[src/rtl/ula_ctrl_pkg.sv]
// Shared encodings for the ALU source-select sequencer and the operand muxes.
package ula_ctrl_pkg;

  typedef enum logic [2:0] {
    ST_IDLE    = 3'd0,
    ST_FETCH   = 3'd1,
    ST_PC_INC  = 3'd2,
    ST_BR_ADDR = 3'd3,
    ST_EXEC    = 3'd4,
    ST_DONE    = 3'd5,
    ST_ERR     = 3'd6
  } state_t;

  typedef enum logic [1:0] {
    CMD_FETCH       = 2'b00,
    CMD_BRANCH_ADDR = 2'b01,
    CMD_EXEC        = 2'b10,
    CMD_CLEAR       = 2'b11
  } cmd_t;

  // Source-A mux codes
  localparam logic [1:0] SRC_A_PC   = 2'b00;
  localparam logic [1:0] SRC_A_REG  = 2'b01;
  localparam logic [1:0] SRC_A_ZERO = 2'b10;

  // Source-B mux codes
  localparam logic [1:0] SRC_B_REG      = 2'b00;
  localparam logic [1:0] SRC_B_FOUR     = 2'b01;
  localparam logic [1:0] SRC_B_IMM      = 2'b10;
  localparam logic [1:0] SRC_B_IMM_SHL2 = 2'b11;

  localparam logic [2:0] ULA_OP_ADD = 3'b001;

endpackage

[src/rtl/ula_src_ctrl_if.sv]
// Command handshake plus datapath control bundle of the ALU source sequencer.
interface ula_src_ctrl_if;
  import ula_ctrl_pkg::*;

  logic       start;
  logic [1:0] cmd;
  logic [2:0] exec_op;
  logic       exec_src_imm;
  logic       mem_ready;
  logic [1:0] sel_ula1;
  logic [1:0] sel_ula2;
  logic [2:0] ula_op;
  logic       mem_read;
  logic       ir_write;
  logic       pc_write;
  logic       aluout_write;
  logic       busy;
  logic       done;
  logic       err;

  // Control unit / memory side
  modport master (
    output start, cmd, exec_op, exec_src_imm, mem_ready,
    input  sel_ula1, sel_ula2, ula_op, mem_read, ir_write, pc_write,
           aluout_write, busy, done, err
  );

  // Sequencer side
  modport slave (
    input  start, cmd, exec_op, exec_src_imm, mem_ready,
    output sel_ula1, sel_ula2, ula_op, mem_read, ir_write, pc_write,
           aluout_write, busy, done, err
  );

endinterface

[src/rtl/ula_wait_cnt.sv]
// Saturating memory-wait counter with clear, enable and expiry compare.
module ula_wait_cnt #(
  parameter int unsigned MEM_WAIT_MAX = 8,
  parameter int unsigned WAIT_W       = 8
) (
  input  logic clk,
  input  logic reset_n,
  input  logic clr,
  input  logic en,
  output logic expired
);

  localparam logic [WAIT_W-1:0] LAST = WAIT_W'(MEM_WAIT_MAX - 1);

  logic [WAIT_W-1:0] cnt;

  // Count waiting cycles; hold at all-ones instead of wrapping.
  always_ff @(posedge clk) begin
    if (!reset_n || clr) begin
      cnt <= '0;
    end else if (en && (cnt != '1)) begin
      cnt <= cnt + WAIT_W'(1);
    end
  end

  assign expired = (cnt == LAST);

endmodule

[src/rtl/ula_src_ctrl.sv]
// Multicycle ALU source/op sequencer driven by a start/done command handshake.
module ula_src_ctrl
  import ula_ctrl_pkg::*;
#(
  parameter int unsigned MEM_WAIT_MAX = 8,
  parameter int unsigned WAIT_W       = 8
) (
  input  logic              clk,
  input  logic              reset_n,
  ula_src_ctrl_if.slave     bus
);

  state_t     state;
  cmd_t       cmd_q;
  logic [2:0] op_q;
  logic       imm_q;
  logic       wait_expired;
  logic       wait_clr;
  logic       wait_en;

  // Counter is cleared on either FETCH exit so every fetch starts from zero.
  assign wait_clr = (state == ST_FETCH) && (bus.mem_ready || wait_expired);
  assign wait_en  = (state == ST_FETCH) && !bus.mem_ready;

  ula_wait_cnt #(
    .MEM_WAIT_MAX (MEM_WAIT_MAX),
    .WAIT_W       (WAIT_W)
  ) u_wait_cnt (
    .clk     (clk),
    .reset_n (reset_n),
    .clr     (wait_clr),
    .en      (wait_en),
    .expired (wait_expired)
  );

  // State sequencing and command latching.
  always_ff @(posedge clk) begin
    if (!reset_n) begin
      state <= ST_IDLE;
      cmd_q <= CMD_FETCH;
      op_q  <= '0;
      imm_q <= 1'b0;
    end else begin
      case (state)
        ST_IDLE: begin
          if (bus.start) begin
            cmd_q <= cmd_t'(bus.cmd);
            op_q  <= bus.exec_op;
            imm_q <= bus.exec_src_imm;
            case (cmd_t'(bus.cmd))
              CMD_FETCH:       state <= ST_FETCH;
              CMD_BRANCH_ADDR: state <= ST_BR_ADDR;
              default:         state <= ST_EXEC;
            endcase
          end
        end
        ST_FETCH: begin
          // mem_ready wins over the timeout on the last allowed cycle
          if (bus.mem_ready)      state <= ST_PC_INC;
          else if (wait_expired)  state <= ST_ERR;
        end
        ST_PC_INC,
        ST_BR_ADDR,
        ST_EXEC:  state <= ST_DONE;
        ST_DONE,
        ST_ERR:   state <= ST_IDLE;
        default:  state <= ST_IDLE;
      endcase
    end
  end

  // Moore output decode of the registered state; ir_write additionally
  // follows mem_ready while fetching so IR captures the valid read data.
  always_comb begin
    bus.sel_ula1     = SRC_A_PC;
    bus.sel_ula2     = SRC_B_REG;
    bus.ula_op       = '0;
    bus.mem_read     = 1'b0;
    bus.ir_write     = 1'b0;
    bus.pc_write     = 1'b0;
    bus.aluout_write = 1'b0;
    bus.busy         = 1'b1;
    bus.done         = 1'b0;
    bus.err          = 1'b0;
    case (state)
      ST_IDLE: bus.busy = 1'b0;
      ST_FETCH: begin
        bus.mem_read = 1'b1;
        bus.ir_write = bus.mem_ready;
      end
      ST_PC_INC: begin
        bus.sel_ula1 = SRC_A_PC;
        bus.sel_ula2 = SRC_B_FOUR;
        bus.ula_op   = ULA_OP_ADD;
        bus.pc_write = 1'b1;
      end
      ST_BR_ADDR: begin
        bus.sel_ula1     = SRC_A_PC;
        bus.sel_ula2     = SRC_B_IMM_SHL2;
        bus.ula_op       = ULA_OP_ADD;
        bus.aluout_write = 1'b1;
      end
      ST_EXEC: begin
        bus.aluout_write = 1'b1;
        if (cmd_q == CMD_CLEAR) begin
          bus.sel_ula1 = SRC_A_ZERO;
          bus.sel_ula2 = SRC_B_REG;
          bus.ula_op   = ULA_OP_ADD;
        end else begin
          bus.sel_ula1 = SRC_A_REG;
          bus.sel_ula2 = imm_q ? SRC_B_IMM : SRC_B_REG;
          bus.ula_op   = op_q;
        end
      end
      ST_DONE: bus.done = 1'b1;
      ST_ERR: begin
        bus.done = 1'b1;
        bus.err  = 1'b1;
      end
      default: bus.busy = 1'b0;
    endcase
  end

endmodule
[src/flat_wrapper.sv]
// flat-port wrapper written by rule: the top's interface ports become plain ports
module ula_src_ctrl_flat import ula_ctrl_pkg::*;
#(
  parameter int unsigned MEM_WAIT_MAX = 8,
  parameter int unsigned WAIT_W       = 8
)
  (clk, reset_n, bus_start, bus_cmd, bus_exec_op, bus_exec_src_imm, bus_mem_ready, bus_sel_ula1, bus_sel_ula2, bus_ula_op, bus_mem_read, bus_ir_write, bus_pc_write, bus_aluout_write, bus_busy, bus_done, bus_err);
  ula_src_ctrl_if bus_i ();
  input  logic clk;
  input  logic reset_n;
  input wire logic [$bits(bus_i.start)-1:0] bus_start;
  input wire logic [$bits(bus_i.cmd)-1:0] bus_cmd;
  input wire logic [$bits(bus_i.exec_op)-1:0] bus_exec_op;
  input wire logic [$bits(bus_i.exec_src_imm)-1:0] bus_exec_src_imm;
  input wire logic [$bits(bus_i.mem_ready)-1:0] bus_mem_ready;
  output wire logic [$bits(bus_i.sel_ula1)-1:0] bus_sel_ula1;
  output wire logic [$bits(bus_i.sel_ula2)-1:0] bus_sel_ula2;
  output wire logic [$bits(bus_i.ula_op)-1:0] bus_ula_op;
  output wire logic [$bits(bus_i.mem_read)-1:0] bus_mem_read;
  output wire logic [$bits(bus_i.ir_write)-1:0] bus_ir_write;
  output wire logic [$bits(bus_i.pc_write)-1:0] bus_pc_write;
  output wire logic [$bits(bus_i.aluout_write)-1:0] bus_aluout_write;
  output wire logic [$bits(bus_i.busy)-1:0] bus_busy;
  output wire logic [$bits(bus_i.done)-1:0] bus_done;
  output wire logic [$bits(bus_i.err)-1:0] bus_err;
  assign bus_i.start = bus_start;
  assign bus_i.cmd = bus_cmd;
  assign bus_i.exec_op = bus_exec_op;
  assign bus_i.exec_src_imm = bus_exec_src_imm;
  assign bus_i.mem_ready = bus_mem_ready;
  assign bus_sel_ula1 = bus_i.sel_ula1;
  assign bus_sel_ula2 = bus_i.sel_ula2;
  assign bus_ula_op = bus_i.ula_op;
  assign bus_mem_read = bus_i.mem_read;
  assign bus_ir_write = bus_i.ir_write;
  assign bus_pc_write = bus_i.pc_write;
  assign bus_aluout_write = bus_i.aluout_write;
  assign bus_busy = bus_i.busy;
  assign bus_done = bus_i.done;
  assign bus_err = bus_i.err;
  ula_src_ctrl #(.MEM_WAIT_MAX(MEM_WAIT_MAX), .WAIT_W(WAIT_W)) u_core (.clk(clk), .reset_n(reset_n), .bus(bus_i));
endmodule
[config.mk]
export PLATFORM = sky130hd
export DESIGN_NAME = ula_src_ctrl_flat
export DESIGN_NICKNAME = d
export VERILOG_FILES = /design/src/rtl/ula_ctrl_pkg.sv /design/src/rtl/ula_src_ctrl_if.sv /design/src/rtl/ula_wait_cnt.sv /design/src/rtl/ula_src_ctrl.sv /design/src/flat_wrapper.sv
export SDC_FILE = /design/constraint.sdc
export NUM_CORES = 1
export LEC_CHECK = 0
export ABC_AREA = 0
export BUFFER_PORTS_ARGS = -buffer_cell sky130_fd_sc_hd__buf_2
export CORE_UTILIZATION = 55
export CTS_BUF_LIST = sky130_fd_sc_hd__clkbuf_4 sky130_fd_sc_hd__clkbuf_8 sky130_fd_sc_hd__clkbuf_16
export DETAILED_ROUTE_END_ITERATION = 6
export PLACE_DENSITY = 0.93
export SYNTH_ARGS = -nofsm -noshare
export SYNTH_HDL_FRONTEND = slang
export SYNTH_SLANG_ARGS = --single-unit
export TNS_END_PERCENT = 20
[constraint.sdc]
create_clock -name clk -period 2.3 [get_ports clk]
set_input_delay 0.23 -clock clk [delete_from_list [all_inputs] [get_ports clk]]
set_output_delay 0.23 -clock clk [all_outputs]
set_load 0.02 [all_outputs]
# [After elaboration in Yosys (flattened, before gate mapping)]
# Index checks and enable logic that the tools add are counted.
[classes] add_sub_neg=1 mul=0 n_div=0 order_cmp=0 n_eq_ne=12 shifts=0 muxes=19 bitwise_logic=0 reduce_logical=16
[ops] cell="3-bit 2-to-1 mux" n=4
[ops] cell="3-bit one-hot mux with 2 select lines" n=2
[ops] cell="3-bit == test, second input constant" n=3
[ops] cell="3-bit one-hot mux with 3 select lines" n=1
[ops] cell="8-bit by 1-bit adder with 8-bit output, second input constant" n=1
[ops] cell="8-bit by 3-bit == test with 1-bit output, second input constant" n=1
[ops] cell="2-bit 2-to-1 mux" n=4
[ops] cell="8-bit inequality test, second input constant" n=1
[ops] cell="1-bit 2-to-1 mux" n=7
[ops] cell="3-bit by 2-bit == test with 1-bit output, second input constant" n=2
[ops] cell="2-bit one-hot mux with 3 select lines" n=1
[ops] cell="2-bit OR reduction" n=3
[ops] cell="6-bit OR reduction" n=1
[ops] cell="2-bit AND reduction" n=2
[ops] cell="3-bit by 1-bit == test with 1-bit output, second input constant" n=1
[ops] cell="1-bit logical AND" n=3
[ops] cell="3-bit logical NOT" n=1
[ops] cell="3-bit by 2-bit inequality test with 1-bit output, second input constant" n=1
[ops] cell="3-bit OR reduction" n=1
[ops] cell="2-bit by 1-bit == test with 1-bit output, second input constant" n=1
[ops] cell="2-bit == test, second input constant" n=1
[ops] cell="1-bit logical NOT" n=2
[ops] cell="2-bit logical NOT" n=1
[ops] cell="1-bit logical OR" n=2
[ops] cell="2-bit inequality test, second input constant" n=1
[word_totals] register_bits=17 latchBits=0 mem_bits_rw=0 rom_bits=0 inputBits=10 output_inout_bits=14 elab_cells=53 mem_count=0

# [Depth between registers and ports, before layout]
# Gate-level depths: netlist of run 1.
[logic_depth] ltp_word=4 ltp_mapped=7 mapped_depth_nobuf=6

# [By module]
# A second synthesis of run 1 with hierarchy kept.
[unflattened] cells_unflattened=122 hier_area_um2=1009.7
[by_module_without_submodules] mod="ula_src_ctrl" instances=1 cells_per_inst=69 area_each_um2=565.5 seq_area_each_um2=180.2
[by_module_without_submodules] mod="ula_wait_cnt" instances=1 cells_per_inst=53 area_each_um2=444.2 seq_area_each_um2=160.2

# [Worst setup path before layout of run 1]
# OpenSTA, ideal clock, no wires.
[synth_path] path_kind="flip-flop to output port" from="register u_core.state[2]" to="output bus_sel_ula2[1]" arrival_ps=1481 required_time_ps=2070 setup_slack_ps=589 stages_incl_launch_ff=5 path_buffers=1 path_cell_list="dfxtp_1 clkbuf_1 nand2_1 a21oi_1 a22o_1"
[synth_between] elab_chain_cells=2 elab_cells_between_ends=4 cone_classes="3 x eq/ne; 1 x mux"
[synth_rtl] item="start: declaration" line="ula_src_ctrl.sv:13" rtl="state_t state;"
[synth_rtl] item="start signal: assignment" line="ula_src_ctrl.sv:39" rtl="state <= ST_IDLE;"
[synth_rtl] item="start signal: assignment" line="ula_src_ctrl.sv:51" rtl="CMD_FETCH: state <= ST_FETCH;"
[synth_rtl] item="start signal: assignment" line="ula_src_ctrl.sv:52" rtl="CMD_BRANCH_ADDR: state <= ST_BR_ADDR;"
[synth_rtl] item="3-bit == test or 3-bit by 2-bit == test with 1-bit output (tied branches)" line="ula_src_ctrl.sv:85" rtl="case (state)"
[synth_rtl] item="2-bit one-hot mux with 3 select lines (*)" line="ula_src_ctrl.sv:85"
[synth_rtl] item="end: declaration" line="flat_wrapper.sv:17" rtl="output wire logic [$bits(bus_i.sel_ula2)-1:0] bus_sel_ula2;"
# Every way passes the cells marked *; elsewhere a longest branch is shown, timed or not.

# [Final worst setup path of run 1]
[layout_path] from="register u_core.state[0]" to="output bus_sel_ula2[1]"
# Same word-level chain as after synthesis.

==> results.sh, run 1 <==
export IMPL_crit_family="compound AO/OA/AOI/OAI gates"
export IMPL_vias=975
export IMPL_gr_usage_all_layers_pct=25.95
export IMPL_finalCritPeriodShare_pct=80.15
export IMPL_final_cell_area_um2=1096
export IMPL_synth_cell_types=34
export IMPL_core_area_um2=1577
export IMPL_outcome="finished with violations"
export IMPL_setup_violations=0
export IMPL_start_util_pct=61.51
export IMPL_clock_sinks=17
export IMPL_synthCells=116
export IMPL_cts_hold_buffers=0
export IMPL_grt_max_degree=12
export IMPL_n_antenna_cell=0
export IMPL_cp_max_fo=11
export IMPL_dp_cells=149
export IMPL_portBuffers=23
export IMPL_path_buf_inv=1
export IMPL_die_w_um=43.99
export IMPL_clock_fmax_mhz=542.5
export IMPL_cts_tree="yes"
export IMPL_ctsResizeCount=0
export IMPL_die_area_um2=1935
export IMPL_firstDrtPassIters=7
export IMPL_cpPeakStageDelay_ps=420
export IMPL_p_leak_uw=0.0004711
export IMPL_worst_pin_slew_ps=661.0
export IMPL_syn_area_um2=969.7
export IMPL_finalNonFillerCells=153
export IMPL_insertion_delay_ps=290
export IMPL_crit_slowest_cell="dfxtp_1"
export IMPL_p_per_area_nw_per_um2=1027
export IMPL_min_period_ps=1843
export IMPL_root_buffer="clkbuf_4"
export IMPL_cts_path_max_buffers=2
export IMPL_h_tree_depth=1
export IMPL_num_rows=14
export IMPL_drc=3
export IMPL_postCtsSetupBuffers=0
export IMPL_wirelength_mm=2.326
export IMPL_crit_required_ps=2070
export IMPL_clkTransAtPathRegs_ps=100
export IMPL_antenna_found_initial=0
export IMPL_maxSlewViolCount=0
export IMPL_ys_ff_latch=17
export IMPL_rsz0062_at_grt="no"
export IMPL_num_nets_final=149
export IMPL_tns_ps=0
export IMPL_placed_area_um2=1066
export IMPL_async_reset_ff_share_pct=0
export IMPL_hpwl_mm=1.679
export IMPL_cp_arrival_ps=1610
export IMPL_end_kind="primary output"
export IMPL_finalWeightedCongestion=0.8422
export IMPL_cts_buffers=3
export IMPL_slew_headroom_pct=55.67
export IMPL_vdd_ir_drop_max_mv=0.4965
export IMPL_layout_drive_gt1_share_pct=24.82
export IMPL_synth_top_flop_cell="dfxtp_1"
export IMPL_switching_share_pct=45.88
export IMPL_grt_overflow_total=0
export IMPL_avgViaCountPerCell=6.373
export IMPL_grt_pass1_wl_mm=3.684
export IMPL_avgSynthCellArea_um2=8.359
export IMPL_cp_cell_sequence="nor2_1, nand2_1, a21oi_1, a22o_1, buf_2"
export IMPL_start_kind="register"
export IMPL_grt_pass1_vias=830
export IMPL_violations="design-rule violations"
export IMPL_clkPwrFrac_pct=14.6
export IMPL_combPwrFrac_pct=47.2
export IMPL_first_iter_violations=56
export IMPL_syn2layout_area_growth_pct=13.03
export IMPL_ant_nets=0
export IMPL_clock_skew_ps=6.075
export IMPL_final_util_pct=69.52
export IMPL_critical_path_class="register to primary output"
export IMPL_hold_violations=0
export IMPL_synth_enable_flop_cells=0
export IMPL_ios=24
export IMPL_p_seq_share_pct=38.2
export IMPL_n_fill_cell=113
export IMPL_synth_seq_area_share_pct=35.10
export IMPL_hp_class="input pin to register"
export IMPL_p_int_uw=609.4
export IMPL_syn_nets=127
export IMPL_avgRoutedWirePerCell_um=15.20
export IMPL_die_h_um=43.99
export IMPL_p_sw_uw=516.5
export IMPL_synth_warnings=0
export IMPL_holdWs_ps=204.5
export IMPL_drv_cap=0
-- flip-flops by register name (all words and copies together) (netlist names) --
signal / flops
u_core.state: 3
u_core.imm_q: 1
u_core.op_q: 3
u_core.u_wait_cnt.cnt: 8
u_core.cmd_q: 2
-- layer usage --
layer | vias up | part of all wire [%] | GRT usage, %
li1 | 455 | - | -
met1 | 422 | 43 | 32.65
met2 | 78 | 44 | 41.49
met3 | 20 | 9.9 | 6.667
met4 | 0 | 3.8 | 12.12
met5 | - | 0 | 0
-- power by group through the flow --
stage / combinational (uW) / sequential [uW] / clock (uW)
after CTS: 525 / 425 / 168
final: 531 / 430 / 165
after floorplan: 462 / 376 / 0
after global placement: 506 / 423 / 0
after detailed placement: 521 / 432 / 0
after global routing: 572 / 437 / 179
-- layout make-up --
type                       count  area (um2)  area share (%)
clock buffer                   3       22.52           2.055
clock inverter                 1       7.507          0.6849
multi-input combinational     87       568.0           51.83
sequential                    17       340.3           31.05
inverter                       6       22.52           2.055
timing repair buffer          23       115.1           10.50
tap                           16       20.02           1.826
-- worst register-to-register path, cell delays in order (launching register included) --
cell and delay [ps]:
dfxtp_1 380, ha_1 260, and2_1 200, a31oi_1 120
o31ai_2 570, a211oi_1 110
-- Yosys cell counts, types with 2 or more instances --
cell type,n,area (um2)
o21ai_0,2,10.01
buf_6,2,22.52
dfxtp_1,17,340.3
and3_1,3,18.77
nand2b_1,3,18.77
nor3_1,5,25.02
and2_1,4,25.02
a211oi_2,2,25.02
clkbuf_1,3,11.26
nor2_1,13,48.80
mux2i_1,7,70.07
nand3_1,3,15.01
nor2b_1,7,43.79
nor4_1,3,18.77
inv_1,6,22.52
nand2_1,8,30.03
a211oi_1,3,22.52
a21oi_1,7,35.03
a31oi_1,3,18.77
-- cells by family after synthesis --
logic type | Yosys count | share of synthesized area [%]
AND/OR/NAND/NOR | 54 | 30.84
adder cells (fa/ha/maj) | 1 | 1.290
XOR/XNOR | 2 | 1.807
flip-flops | 17 | 35.10
buffers and inverters | 12 | 6.322
multiplexers | 7 | 7.226
AO/OA/AOI/OAI | 23 | 17.42
-- cells in the final DEF, fill, tap and decap left out, types with 2 or more instances in the layout --
| master | instances |
|---|---|
| o21ai_0 | 2 |
| clkbuf_4 | 3 |
| a31oi_1 | 3 |
| and3_1 | 3 |
| nand2b_1 | 3 |
| nand2_1 | 8 |
| mux2i_1 | 7 |
| inv_1 | 6 |
| nor4_1 | 3 |
| buf_2 | 23 |
| nor2b_1 | 7 |
| nand3_1 | 3 |
| nor3_1 | 5 |
| nor2_1 | 13 |
| dfxtp_1 | 17 |
| and2_1 | 4 |
| a211oi_2 | 2 |
| a211oi_1 | 3 |
| a21oi_1 | 7 |
-- through the flow --
step           setup slack [ps]  total power [uW]
2_1_floorplan             589.4             837.5
3_3_place_gp              643.3             929.1
3_5_place_dp              557.0             953.4
4_1_cts                   445.2              1118
5_1_grt                   268.6              1188
6_report                  456.5              1126
-- path summary, 6_finish.rpt --
path / start / end / slack [ps] / depth (start not counted)
setup / recovery: u_core.state[0]$_SDFFE_PN0P_ / bus_sel_ula2[1] / 460 / 5
hold / removal: bus_exec_op[1] / u_core.op_q[1]$_SDFFE_PN0P_ / 200 / 3
setup reg to reg: u_core.u_wait_cnt.cnt[0]$_SDFFE_PP0P_ / u_core.u_wait_cnt.cnt[2]$_SDFFE_PP0P_ / 500 / 5
hold reg to reg: u_core.op_q[2]$_SDFFE_PN0P_ / u_core.op_q[2]$_SDFFE_PN0P_ / 530 / 2
Power figures use the tool's default switching activity.
==> inputs of run 2 (changes only) <==
Settings changed: ABC_AREA 0 to 1, CORE_UTILIZATION 55 to 52, PLACE_DENSITY 0.93 to 0.89.
Clock period 2.3 ns to 1.9 ns, I/O delays scaled along.
==> run 2 against run 1 <==
- the run now ends clean
- synthesized area up 4.9%
- global-route usage decreased by 4.0 points
- die area increased by 10%
- critical path depth grew 1
- non-clock buffer count is the same
- synthesized cell count rose by 33%
- largest power group unchanged
- clock skew grew 2.7 ps
- combinational power is 31% higher
- wire length is 8.1% lower
- via count rose by 8.8%
- flip-flop and latch count stayed put
==> results.sh, run 2 <==
export IMPL_outcome="finished clean"
export IMPL_layout_drive_gt1_share_pct=22.10
export IMPL_holdWs_ps=178.0
export IMPL_cts_tree="yes"
export IMPL_worstSetupEndpoint="bus_sel_ula2[1]"
export IMPL_ys_ff_latch=17
export IMPL_die_w_um=46.23
export IMPL_setup_ws_ps=199.6
export IMPL_path_buf_inv=2
export IMPL_vias=1061
export IMPL_end_kind="primary output"
export IMPL_avgViaCountPerCell=5.150
export IMPL_largest_reg_flops=8
export IMPL_die_h_um=46.23
export IMPL_postCtsSetupBuffers=0
export IMPL_cp_arrival_ps=1510
export IMPL_h_tree_depth=1
export IMPL_n_antenna_cell=0
export IMPL_insertion_delay_ps=280
export IMPL_ctsResizeCount=0
export IMPL_finalWeightedCongestion=0.8465
export IMPL_avgRoutedWirePerCell_um=10.38
export IMPL_setup_violations=0
export IMPL_firstDrtPassIters=4
export IMPL_clock_sinks=17
export IMPL_hp_class="input pin to register"
export IMPL_start_util_pct=57.05
export IMPL_p_per_area_nw_per_um2=1148
export IMPL_syn_nets=165
export IMPL_register_area_um2=340.3
export IMPL_regMostFlops="u_core.u_wait_cnt.cnt"
export IMPL_drv_cap=0
export IMPL_cp_num_cells=6
export IMPL_rsz0062_at_grt="no"
export IMPL_die_area_um2=2137
export IMPL_rr_endpoint="u_core.u_wait_cnt.cnt[3]$_SDFFE_PP0P_"
export IMPL_synthCells=154
export IMPL_final_common_cell="nand2_1"
export IMPL_num_rows=15
export IMPL_vdd_ir_drop_max_mv=0.5304
export IMPL_tns_ps=0
export IMPL_synth_enable_flop_cells=0
export IMPL_slew_headroom_pct=72.49
export IMPL_cts_hold_buffers=0
export IMPL_p_leak_uw=0.0005898
export IMPL_cts_buffers=3
export IMPL_grt_pass1_vias=917
export IMPL_min_period_ps=1700
export IMPL_ff2ff_setup_slack_ps=460
export IMPL_maxSlewViolCount=0
export IMPL_r2r_cells=6
export IMPL_syn_area_um2=1017
export IMPL_synth_top_area_cell="dfxtp_1"
export IMPL_gr_usage_all_layers_pct=21.98
export IMPL_core_area_um2=1783
export IMPL_avgSynthCellArea_um2=6.605
export IMPL_drc=0
export IMPL_wirelength_mm=2.138
export IMPL_critPathMostFrequentCell="nor2_1"
export IMPL_syn2layout_area_growth_pct=17.34
export IMPL_grt_pass1_wl_mm=3.387
export IMPL_grt_max_degree=10
export IMPL_synth_seq_area_share_pct=33.46
export IMPL_synthTopCellsByArea="dfxtp_1 33%, nand2_1 13%, inv_1 9.2%, nand3_1 6.9%, a21oi_1 6.4%"
export IMPL_finalCritPeriodShare_pct=89.50
export IMPL_hpwl_mm=1.742
export IMPL_cpPeakStageDelay_ps=380
export IMPL_crit_family="simple AND/OR/NAND/NOR gates"
export IMPL_crit_slowest_cell="dfxtp_1"
export IMPL_reg_top3="u_core.u_wait_cnt.cnt (8), u_core.op_q (3), u_core.state (3)"
export IMPL_cts_path_max_buffers=2
export IMPL_ys_top_cells_by_count="36 x nand2_1, 25 x inv_1, 17 x dfxtp_1, 17 x nor2_1, 14 x nand3_1"
export IMPL_ant_nets=0
export IMPL_worst_pin_slew_ps=412.6
export IMPL_multi_input_area_um2=570.5
export IMPL_root_buffer="clkbuf_4"
export IMPL_cp_cell_sequence="nor2_1, nand2_1, nor2_1, inv_1, o21ai_1, buf_2"
export IMPL_clock_skew_ps=8.749
export IMPL_synth_warnings=0
export IMPL_first_iter_violations=24
export IMPL_synth_top_flop_cell="dfxtp_1"
export IMPL_reg2reg_from="u_core.u_wait_cnt.cnt[1]$_SDFFE_PP0P_"
export IMPL_grt_overflow_total=0
export IMPL_critical_path_class="register to primary output"
export IMPL_async_reset_ff_share_pct=0
export IMPL_portBuffers=23
export IMPL_synth_top_area_share_pct=33.46
export IMPL_crit_required_ps=1710
export IMPL_num_nets_final=193
export IMPL_final_cell_mix="36 x nand2_1, 25 x inv_1, 23 x buf_2"
export IMPL_hold_violations=0
export IMPL_clkTransAtPathRegs_ps=100
export IMPL_place_ws_ps=456.6
export IMPL_antenna_found_initial=0
export IMPL_start_kind="register"
export IMPL_ios=24
export IMPL_clock_fmax_mhz=588.1
export IMPL_synth_most_common_cell="nand2_1"
export IMPL_cp_max_fo=5
export IMPL_crit_start="u_core.state[0]$_SDFFE_PN0P_"
export IMPL_n_fill_cell=159
export IMPL_synth_cell_types=24
## run 2: cell type report
class / instances / share of cell area (%)
timing repair buffer: 23 / 9.644
sequential: 17 / 28.51
multi-input combinational: 110 / 47.80
tap: 25 / 2.621
inverter: 27 / 8.910
clock buffer: 4 / 2.516
## run 2: power breakdown
| group | internal [uW] | switching (uW) | leakage [uW] | total (uW) |
|---|---|---|---|---|
| Combinational | 224 | 472 | 0.000433 | 696 |
| Clock | 95.7 | 103 | 0.0000184 | 198 |
| Sequential | 425 | 51.3 | 0.000139 | 476 |
| Total | 745 | 626 | 0.000590 | 1370 |
## run 2: metrics by stage
step	utilization, %	cell area, um2	total power, uW	cells
finish	66.95	1194	1371	206
global route	66.95	1194	1478	206
CTS	66.95	1194	1381	206
detailed placement	65.26	1164	1184	202
global placement	65.26	1164	1155	202
floorplan	-	1017	1001	154
## run 2: worst min-delay path by stage
stage	start	endpoint	slack, ps	depth (start not counted)
final	bus_exec_op[0]	u_core.op_q[0]$_SDFFE_PN0P_	180	3
after global routing	bus_exec_op[0]	u_core.op_q[0]$_SDFFE_PN0P_	200	3
after CTS	bus_exec_op[0]	u_core.op_q[0]$_SDFFE_PN0P_	170	3
after detailed placement	u_core.op_q[0]$_SDFFE_PN0P_	u_core.op_q[0]$_SDFFE_PN0P_	450	2
after global placement	u_core.op_q[1]$_SDFFE_PN0P_	u_core.op_q[1]$_SDFFE_PN0P_	440	2
after floorplan	reset_n	u_core.imm_q$_SDFFE_PN0P_	330	2
## run 2: kinds of logic after synthesis
kind of cell               Yosys count  share of synthesized area [%]
AOI/OAI and AO/OA                   24                          13.16
adders and majority gates            1                          1.230
xor gates and xnor gates             3                          2.583
buffers and inverters               27                          10.45
and+or+nand+nor                     82                          39.12
DFF                                 17                          33.46
## run 2: per-layer routing
layer | global-route usage (%) | routed length, um | vias up
met1 | 20.81 | 940 | 488
met2 | 43.94 | 1108 | 26
met5 | 0 | 0 | -
met4 | 10.59 | 17 | 0
li1 | - | - | 545
met3 | 3.922 | 72 | 2
## run 2: worst reg2reg max path, stage by stage, from the launching register on
cell and delay, ps:
dfxtp_1 380, ha_1 220, nand3_1 110, nor2_1 120, nor2_1 60, o21ai_2 350
a21oi_1 70
